$ cat src/rtl/fma_unpack_seq_if.sv
// Operand/result handshake bundle for the fma16 operand unpacker.
interface fma_unpack_seq_if #(
  parameter int NE = 5,
  parameter int NF = 10
);
  logic                 in_valid;
  logic                 in_ready;
  logic [NE+NF:0]       x;
  logic                 out_valid;
  logic                 out_ready;
  logic                 out_sign;
  logic signed [NE+1:0] out_exp;
  logic [NF:0]          out_mant;
  logic                 out_zero;
  logic                 out_subnorm;
  logic                 out_inf;
  logic                 out_nan;
  logic                 out_snan;

  modport master (
    output in_valid, x, out_ready,
    input  in_ready, out_valid, out_sign, out_exp, out_mant,
    input  out_zero, out_subnorm, out_inf, out_nan, out_snan
  );

  modport slave (
    input  in_valid, x, out_ready,
    output in_ready, out_valid, out_sign, out_exp, out_mant,
    output out_zero, out_subnorm, out_inf, out_nan, out_snan
  );
endinterface

$ cat src/rtl/fma_unpack_seq.sv
// Half-precision operand unpacker: classifies the packed word and normalises
// subnormals with a one-bit-per-cycle left shifter ahead of the fma datapath.
module fma_unpack_seq #(
  parameter int NE = 5,
  parameter int NF = 10
) (
  input logic            clk,
  input logic            reset_n,
  fma_unpack_seq_if.slave bus
);
  localparam int EW = NE + 2;
  localparam int CW = $clog2(NF + 1);

  typedef enum logic [1:0] {IDLE, NORM, DONE} state_t;

  state_t               state, state_next;
  logic                 sign;
  logic signed [EW-1:0] exp;
  logic [NF:0]          mant;
  logic                 zero, subnorm, inf, nan, snan;
  logic [CW-1:0]        cnt;

  logic [NE-1:0]        e_in;
  logic [NF-1:0]        f_in;
  logic                 e_zero, e_ones, f_zero;
  logic                 accept;
  state_t               load_state;
  logic signed [EW-1:0] ld_exp;
  logic [NF:0]          ld_mant;
  logic                 ld_zero, ld_subnorm, ld_inf, ld_nan, ld_snan;

  function automatic logic [CW-1:0] sat_inc(input logic [CW-1:0] v);
    return (v == CW'(NF)) ? v : v + CW'(1);
  endfunction

  assign e_in   = bus.x[NE+NF-1:NF];
  assign f_in   = bus.x[NF-1:0];
  assign e_zero = (e_in == '0);
  assign e_ones = &e_in;
  assign f_zero = (f_in == '0);

  assign bus.in_ready = reset_n & ((state == IDLE) | ((state == DONE) & bus.out_ready));
  assign accept       = bus.in_valid & bus.in_ready;
  assign load_state   = (e_zero & ~f_zero) ? NORM : DONE;

  always_comb begin
    ld_exp     = $signed({2'b00, e_in});
    ld_mant    = {1'b1, f_in};
    ld_zero    = 1'b0;
    ld_subnorm = 1'b0;
    ld_inf     = 1'b0;
    ld_nan     = 1'b0;
    ld_snan    = 1'b0;
    if (e_zero) begin
      // Subnormals start at exponent 1 and walk down as the shifter normalises.
      ld_exp     = f_zero ? '0 : EW'(1);
      ld_mant    = {1'b0, f_in};
      ld_zero    = f_zero;
      ld_subnorm = ~f_zero;
    end else if (e_ones) begin
      ld_inf  = f_zero;
      ld_nan  = ~f_zero;
      ld_snan = ~f_zero & ~f_in[NF-1];
    end
  end

  always_ff @(posedge clk) begin
    if (!reset_n) state <= IDLE;
    else          state <= state_next;
  end

  always_comb begin
    state_next = state;
    case (state)
      IDLE: if (accept) state_next = load_state;
      // Leave on the shift that brings the leading one into place.
      NORM: if (mant[NF] | mant[NF-1]) state_next = DONE;
      DONE: if (bus.out_ready) state_next = accept ? load_state : IDLE;
      default: state_next = IDLE;
    endcase
  end

  always_ff @(posedge clk) begin
    if (!reset_n) begin
      sign    <= 1'b0;
      exp     <= '0;
      mant    <= '0;
      zero    <= 1'b0;
      subnorm <= 1'b0;
      inf     <= 1'b0;
      nan     <= 1'b0;
      snan    <= 1'b0;
      cnt     <= '0;
    end else if (accept) begin
      sign    <= bus.x[NE+NF];
      exp     <= ld_exp;
      mant    <= ld_mant;
      zero    <= ld_zero;
      subnorm <= ld_subnorm;
      inf     <= ld_inf;
      nan     <= ld_nan;
      snan    <= ld_snan;
      cnt     <= '0;
    end else if ((state == NORM) && !mant[NF]) begin
      mant <= mant << 1;
      exp  <= exp - $signed(EW'(1));
      cnt  <= sat_inc(cnt);
    end
  end

  assign bus.out_valid   = (state == DONE);
  assign bus.out_sign    = sign;
  assign bus.out_exp     = exp;
  assign bus.out_mant    = mant;
  assign bus.out_zero    = zero;
  assign bus.out_subnorm = subnorm;
  assign bus.out_inf     = inf;
  assign bus.out_nan     = nan;
  assign bus.out_snan    = snan;
endmodule

$ cat src/flat_wrapper.sv
// flat-port wrapper written by rule: the top's interface ports become plain ports
module fma_unpack_seq_flat 
#(
  parameter int NE = 5,
  parameter int NF = 10
)
  (clk, reset_n, bus_in_valid, bus_x, bus_out_ready, bus_in_ready, bus_out_valid, bus_out_sign, bus_out_exp, bus_out_mant, bus_out_zero, bus_out_subnorm, bus_out_inf, bus_out_nan, bus_out_snan);
  fma_unpack_seq_if #(.NE(NE), .NF(NF)) bus_i ();
  input logic clk;
  input logic reset_n;
  input wire logic [$bits(bus_i.in_valid)-1:0] bus_in_valid;
  input wire logic [$bits(bus_i.x)-1:0] bus_x;
  input wire logic [$bits(bus_i.out_ready)-1:0] bus_out_ready;
  output wire logic [$bits(bus_i.in_ready)-1:0] bus_in_ready;
  output wire logic [$bits(bus_i.out_valid)-1:0] bus_out_valid;
  output wire logic [$bits(bus_i.out_sign)-1:0] bus_out_sign;
  output wire logic [$bits(bus_i.out_exp)-1:0] bus_out_exp;
  output wire logic [$bits(bus_i.out_mant)-1:0] bus_out_mant;
  output wire logic [$bits(bus_i.out_zero)-1:0] bus_out_zero;
  output wire logic [$bits(bus_i.out_subnorm)-1:0] bus_out_subnorm;
  output wire logic [$bits(bus_i.out_inf)-1:0] bus_out_inf;
  output wire logic [$bits(bus_i.out_nan)-1:0] bus_out_nan;
  output wire logic [$bits(bus_i.out_snan)-1:0] bus_out_snan;
  assign bus_i.in_valid = bus_in_valid;
  assign bus_i.x = bus_x;
  assign bus_i.out_ready = bus_out_ready;
  assign bus_in_ready = bus_i.in_ready;
  assign bus_out_valid = bus_i.out_valid;
  assign bus_out_sign = bus_i.out_sign;
  assign bus_out_exp = bus_i.out_exp;
  assign bus_out_mant = bus_i.out_mant;
  assign bus_out_zero = bus_i.out_zero;
  assign bus_out_subnorm = bus_i.out_subnorm;
  assign bus_out_inf = bus_i.out_inf;
  assign bus_out_nan = bus_i.out_nan;
  assign bus_out_snan = bus_i.out_snan;
  fma_unpack_seq #(.NE(NE), .NF(NF)) u_core (.clk(clk), .reset_n(reset_n), .bus(bus_i));
endmodule
$ cat config.mk
export PLATFORM = sky130hd
export DESIGN_NAME = fma_unpack_seq_flat
export DESIGN_NICKNAME = d
export VERILOG_FILES = /design/src/rtl/fma_unpack_seq_if.sv /design/src/rtl/fma_unpack_seq.sv /design/src/flat_wrapper.sv
export SDC_FILE = /design/constraint.sdc
export NUM_CORES = 1
export LEC_CHECK = 0
export ABC_CLOCK_PERIOD_IN_PS = 3700
export CORE_MARGIN = 5
export CORE_UTILIZATION = 25
export CTS_BUF_LIST = sky130_fd_sc_hd__clkbuf_8
export DETAILED_ROUTE_END_ITERATION = 8
export GPL_ROUTABILITY_DRIVEN = 0
export PLACE_DENSITY = 0.61
export SETUP_SLACK_MARGIN = 0.3
export SLEW_MARGIN = 20
export SYNTH_ARGS = -nofsm -noshare
export SYNTH_HDL_FRONTEND = slang
export SYNTH_SLANG_ARGS = --single-unit
$ cat constraint.sdc
create_clock -name clk -period 3.7 [get_ports clk]
set_input_delay 0.37 -clock clk [delete_from_list [all_inputs] [get_ports clk]]
set_output_delay 0.37 -clock clk [all_outputs]
set_load 0.02 [all_outputs]
==> results of run 1 <==
[sequential cells by signal (all words and copies together) (netlist names)]
register / cells
u_core.bus.out_nan: 1
u_core.bus.out_exp: 7
u_core.bus.out_subnorm: 1
u_core.bus.out_snan: 1
u_core.bus.out_zero: 1
u_core.bus.out_mant: 11
u_core.state: 2
u_core.bus.out_inf: 1
u_core.bus.out_sign: 1
[layout by cell type (no fill, tap or decap), drive strengths merged, types with 2 or more instances in the layout]
master	n
clkdlybuf4s50	45
dfxtp	26
nand2	17
a21oi	13
nor2	12
a22oi	10
nand3	6
o21ai	6
inv	4
clkbuf	4
nand4	3
nor3	3
nor2b	2
nand2b	2
and2	2
xor2	2
buf	2
or4	2
[logic make-up after synthesis]
kind of cell	after synthesis
flip-flops	26
buffers and inverters	13
XOR/XNOR	2
adder cells (fa/ha/maj)	1
AND/OR/NAND/NOR	58
AO/OA/AOI/OAI	40
[per-layer routing]
| metal | global-route usage | vias up | share of wire |
|---|---|---|---|
| met5 | 0 | - | 0 |
| met2 | 0.1711 | 52 | 0.43 |
| met1 | 0.1515 | 531 | 0.47 |
| met3 | 0.04402 | 2 | 0.10 |
| li1 | - | 595 | - |
| met4 | 0.01890 | 0 | 0.0029 |
[stage by stage]
step / hold WS, ps / util / std cells / total power, mW / cell area (um^2)
floorplan: 469.0 / - / 140 / 0.3659 / 1207
global placement: 450.9 / 0.3635 / 233 / 0.4296 / 1705
detailed placement: 449.9 / 0.3635 / 233 / 0.4293 / 1705
CTS: 462.9 / 0.3752 / 237 / 0.6147 / 1760
global route: 496.8 / 0.3752 / 237 / 0.6368 / 1760
finish: 456.4 / 0.3752 / 237 / 0.6075 / 1760
[path summary, 6_finish.rpt]
kind | end | slack (ps) | startpoint | depth (start not counted)
min reg2reg | u_core.bus.out_subnorm | 460 | u_core.bus.out_subnorm | 2
max reg2reg | u_core.state[0] | 1920 | u_core.state[0] | 4
min | u_core.bus.out_subnorm | 460 | u_core.bus.out_subnorm | 2
max | bus_in_ready | 1150 | reset_n | 4
[critical path, cell delays in order]
cell and delay, ps:
clkdlybuf4s50_1 700, nor2b_1 320, and2_1 180, clkdlybuf4s50_1 600
[power by group]
part           total [mW]  internal, mW  switching (mW)
sequential          0.305         0.293          0.0122
combinational       0.117        0.0579          0.0586
clock               0.186        0.0952          0.0907
total               0.607         0.446           0.162
[final cells by class]
class                   count  area share
clock buffers               4     0.03127
inverters                   5     0.01066
well taps                  54     0.03838
multi-input cells         101      0.3596
flip-flops and latches     26      0.2957
repair buffers             47      0.2644
==> results by group, run 1 <==
Status
  • Status: completed

Layout
  • Nets: 205
  • Multi-input gate area: 633.1 um^2
  • Register area: between 500 and 600 um^2
  • Fill cells: around 480
  • Area grow syn2layout: 45.80%
  • Antenna cells: 0
  • Layout cell share with drive strength beyond 1: 0.07650

Synthesis
  • Top post-synthesis cells by count: 26 x dfxtp_1, 17 x nand2_1, 13 x a21oi_1
  • Ys async rst share: 0
  • Most common cell in the netlist: dfxtp_1
  • Adder-cell share of the synthesized area: 0.01036
  • Main combinational cell family by area after synthesis: simple AND/OR/NAND/NOR gates
  • XOR/XNOR Fraction of Synth Area: 0.01451
  • Compound-gate portion of the synthesized area: 0.2290
  • Cell area after synthesis: 1207 um^2
  • Yosys Warn Count: 0
  • Area share of the largest cell type after synthesis: 0.4311
  • Sequential share of the synthesized area: 0.4311
  • Register bit total from synthesis: 26
  • Synth Instances: 140
  • Syn Nets: 161
  • Cell accounting for the most synthesized area: dfxtp_1
  • EDFF count, synth: 0
  • Unique cell type count in the Yosys netlist: 43
  • Top cells by area, synth: dfxtp_1 43%, a22oi_1 6.2%, a21oi_1 5.4%
  • Simple-gate share of the synthesized area: 0.2705
  • Avg Inst Size Synth: 8.624 um^2
  • Ys flop type: dfxtp_1
  • Multiplexer area fraction after synthesis: 0

Critical path
  • CP Class: in -> out
  • Arr. time, crit path: between 2000 and 2500 ps
  • Crit end category: output pin
  • CP max FO: 10
  • CP required: 3330 ps
  • CP Launch Type: input pin

Pwr
  • Pwr dens: 345.1 nW/um^2
  • Max VDD drop: approximately 0.00024 V
  • LEAKAGE: roughly 0.60 nW

Placed design
  • Post-DP HPWL: 2533 um
  • Pre-CTS WS: 1174 ps
  • IO Port Bufs: 45

Drt
  • 1st-iter DRT viols: about 120
  • Final ANT Viol Nets: 0
  • Vias: about 1200
  • Drt first pass iters: 4
  • Per-cell routed wire length: roughly 14 um
  • Routed WL: about 3400 um
  • DR DRC count: 0
  • Via density: between 4 and 5

Timing
  • Clk_skew: between 2 and 2.5 ps
  • Unrepaired setup endpoints after global routing: no
  • Endpoints failing hold: 0
  • Tmin final: roughly 2600 ps
  • Final setup violation count: 0
  • Period Utilization, post-route: 0.6895
  • Fmax: between 300 and 400 MHz
  • Slew Limit Fails: 0
  • Setup TNS: 0 ps
  • Final Worst Setup Slack: 1149 ps
  • Worst-Margin Slew: 600.3 ps
  • Rel. slew slack: 0.5998

Die
  • Die Span Y: a little under 80 um
  • Die X: between 70 and 80 um
  • Initial Util: 0.2573
  • IO Pins: 46
  • Die footprint: about 6300 um^2
  • Rows: 25
  • Total core area: ~4700 um^2

Clocking
  • # hold bufs at CTS: 0
  • # Post-CTS Setup Buffers: 0
  • CTS tree: built
  • Post_cts resized: 0
  • CTS H-tree depth: 1
  • Clock Tree Buf Depth: 2
  • Clk slew on worst S/H paths: roughly 90 ps
  • Total CTS buffers: 3
  • Clock tree sinks: 26
  • Root buffer cell: clkbuf_8
  • Clk_lat worst skew: 270 ps

GRT
  • GRT Total Usage: 0.1123
  • Initial antenna violation count: 0
  • First-pass GRT wire length: about 5700 um
  • Vias in the first global route: between 1000 and 1500
  • Largest net degree at the start of global routing: 19
  • GRT Residual Overflow: 0

Worst hold path
  • Worst min-delay path class: reg -> reg

Job
  • Max-cap violations: 0
Note: power is estimated with default switching activity, not from simulation.
==> inputs of run 2 (changes only) <==
--- a/config.mk
+++ b/config.mk
@@ -5,7 +5,7 @@
 export SDC_FILE = /design/constraint.sdc
 export NUM_CORES = 1
 export LEC_CHECK = 0
-export ABC_CLOCK_PERIOD_IN_PS = 3700
+export ABC_CLOCK_PERIOD_IN_PS = 2600
 export CORE_MARGIN = 5
 export CORE_UTILIZATION = 25
 export CTS_BUF_LIST = sky130_fd_sc_hd__clkbuf_8
==> constraint.sdc (replaced) <==
create_clock -name clk -period 2.6 [get_ports clk]
set_input_delay 0.26 -clock clk [delete_from_list [all_inputs] [get_ports clk]]
set_output_delay 0.26 -clock clk [all_outputs]
set_load 0.02 [all_outputs]
==> results by group, run 2 (synthesized netlist as in run 1, its figures left out) <==
Drt
  • Final ANT Viol Nets: 0
  • 1st-iter DRT viols: between 40 and 50
  • Vias: ~1200
  • DR DRC count: 0
  • Via density: between 4 and 5
  • Routed WL: ~3400 um
  • Drt first pass iters: 5
  • Per-cell routed wire length: between 10 and 15 um

Clocking
  • # Post-CTS Setup Buffers: 0
  • Clock Tree Buf Depth: 2
  • Clock tree sinks: 26
  • Clk_lat worst skew: around 270 ps
  • Post_cts resized: 0
  • CTS H-tree depth: 1
  • # hold bufs at CTS: 0
  • Root buffer cell: clkbuf_8
  • CTS tree: built
  • Total CTS buffers: 3
  • Clk slew on worst S/H paths: 80 ps

Layout
  • Layout cell share with drive strength beyond 1: 0.08152
  • Most common cell after layout, fill and taps aside: clkdlybuf4s50_1
  • Multi-input gate area: about 630 um^2
  • Nets: just over 200
  • Number of flip-flops in the largest register: 11
  • Antenna cells: 0
  • Commonest non-fill, non-tap cells in the layout: 45 x clkdlybuf4s50_1, 26 x dfxtp_1, 17 x nand2_1, 13 x a21oi_1, 11 x nor2_1
  • Area grow syn2layout: 45.91%
  • Non-Filler Instances: about 240
  • Fill cells: approximately 520
  • Register area: roughly 520 um^2

Placed design
  • IO Port Bufs: 45
  • Dpl cells: between 200 and 250
  • Post-DP HPWL: roughly 2600 um

Critical path
  • CP Launch Type: input pin
  • CP required: between 2000 and 2500 ps
  • Crit end category: output pin
  • Arr. time, crit path: about 1800 ps
  • CP Class: in -> out
  • CP max FO: 5

Timing
  • Endpoints failing hold: 0
  • Rel. slew slack: 0.5788
  • Worst-Margin Slew: between 600 and 700 ps
  • Period Utilization, post-route: 0.7950
  • Unrepaired setup endpoints after global routing: no
  • Slew Limit Fails: 0
  • Fmax: slightly below 500 MHz
  • Setup TNS: 0 ps
  • Final setup violation count: 0
  • Clk_skew: 2.049 ps
  • Tmin final: approximately 2100 ps

Die
  • IO Pins: 46
  • Rows: 25
  • Die Span Y: just under 80 um
  • Die footprint: approximately 6300 um^2
  • Total core area: 4692 um^2
  • Initial Util: 0.2573
  • Die X: slightly below 80 um

Worst hold path
  • Worst min-delay path class: reg -> reg

Pwr
  • Pwr dens: between 400 and 500 nW/um^2
  • Max VDD drop: ~0.00028 V
  • LEAKAGE: 0.6015 nW

GRT
  • Vias in the first global route: 1116
  • Initial antenna violation count: 0
  • Largest net degree at the start of global routing: 19
  • GRT Residual Overflow: 0
  • First-pass GRT wire length: between 5000 and 6000 um
  • GRT Total Usage: 0.1112

Job
  • Max-cap violations: 0

Status
  • Status: completed
==> run 2: cell count changes in the layout (fill, tap and decap cells not counted) <==
cell | previous run | this run
buf_4 | 2 | 4
clkbuf_8 | 4 | 3
==> run 2: worst paths after layout <==
| check | startpoint | endpoint | slack, ps | depth (start not counted) |
|---|---|---|---|---|
| hold reg to reg | u_core.bus.out_zero | u_core.bus.out_zero | 460 | 2 |
| setup / recovery | reset_n | bus_in_ready | 530 | 4 |
| hold / removal | u_core.bus.out_zero | u_core.bus.out_zero | 460 | 2 |
| setup reg to reg | u_core.state[0] | u_core.bus.out_exp[2] | 860 | 4 |
==> run 2: final cells by class <==
class	count	share of cell area
Clock buffer	3	0.02344
Inverter	5	0.01065
Multi-Input combinational cell	101	0.3594
Sequential cell	26	0.2955
Tap cell	54	0.03835
Timing Repair Buffer	49	0.2727
==> run 2: critical path, stage by stage <==
cell,delay (ps)
clkdlybuf4s50_1,490
nor2b_1,280
and2_1,170
clkdlybuf4s50_1,610
==> run 2: stage by stage <==
| step | area [um^2] | utilization | setup WS (ps) | power, mW | hold slack (ps) |
|---|---|---|---|---|---|
| global route | 1762 | 0.3755 | 451.5 | 0.8790 | 481.1 |
| floorplan | 1207 | - | 1034 | 0.5207 | 359.0 |
| finish | 1762 | 0.3755 | 532.9 | 0.8263 | 456.8 |
| global placement | 1720 | 0.3667 | 503.9 | 0.6132 | 447.0 |
| detailed placement | 1720 | 0.3667 | 499.9 | 0.6122 | 449.1 |
| CTS | 1762 | 0.3755 | 528.6 | 0.8463 | 462.0 |
==> run 2: routing by layer <==
metal | up-vias | global-route usage | wire length [um]
met5 | - | 0 | 0
met4 | 0 | 0.01031 | 10
met3 | 2 | 0.04176 | 288
met2 | 46 | 0.1603 | 1378
met1 | 536 | 0.1618 | 1681
li1 | 604 | - | -
==> run 2: power by group <==
part	internal (mW)	total, mW	switching, mW
clock network	0.104	0.224	0.120
registers	0.417	0.435	0.0181
logic	0.0845	0.168	0.0832
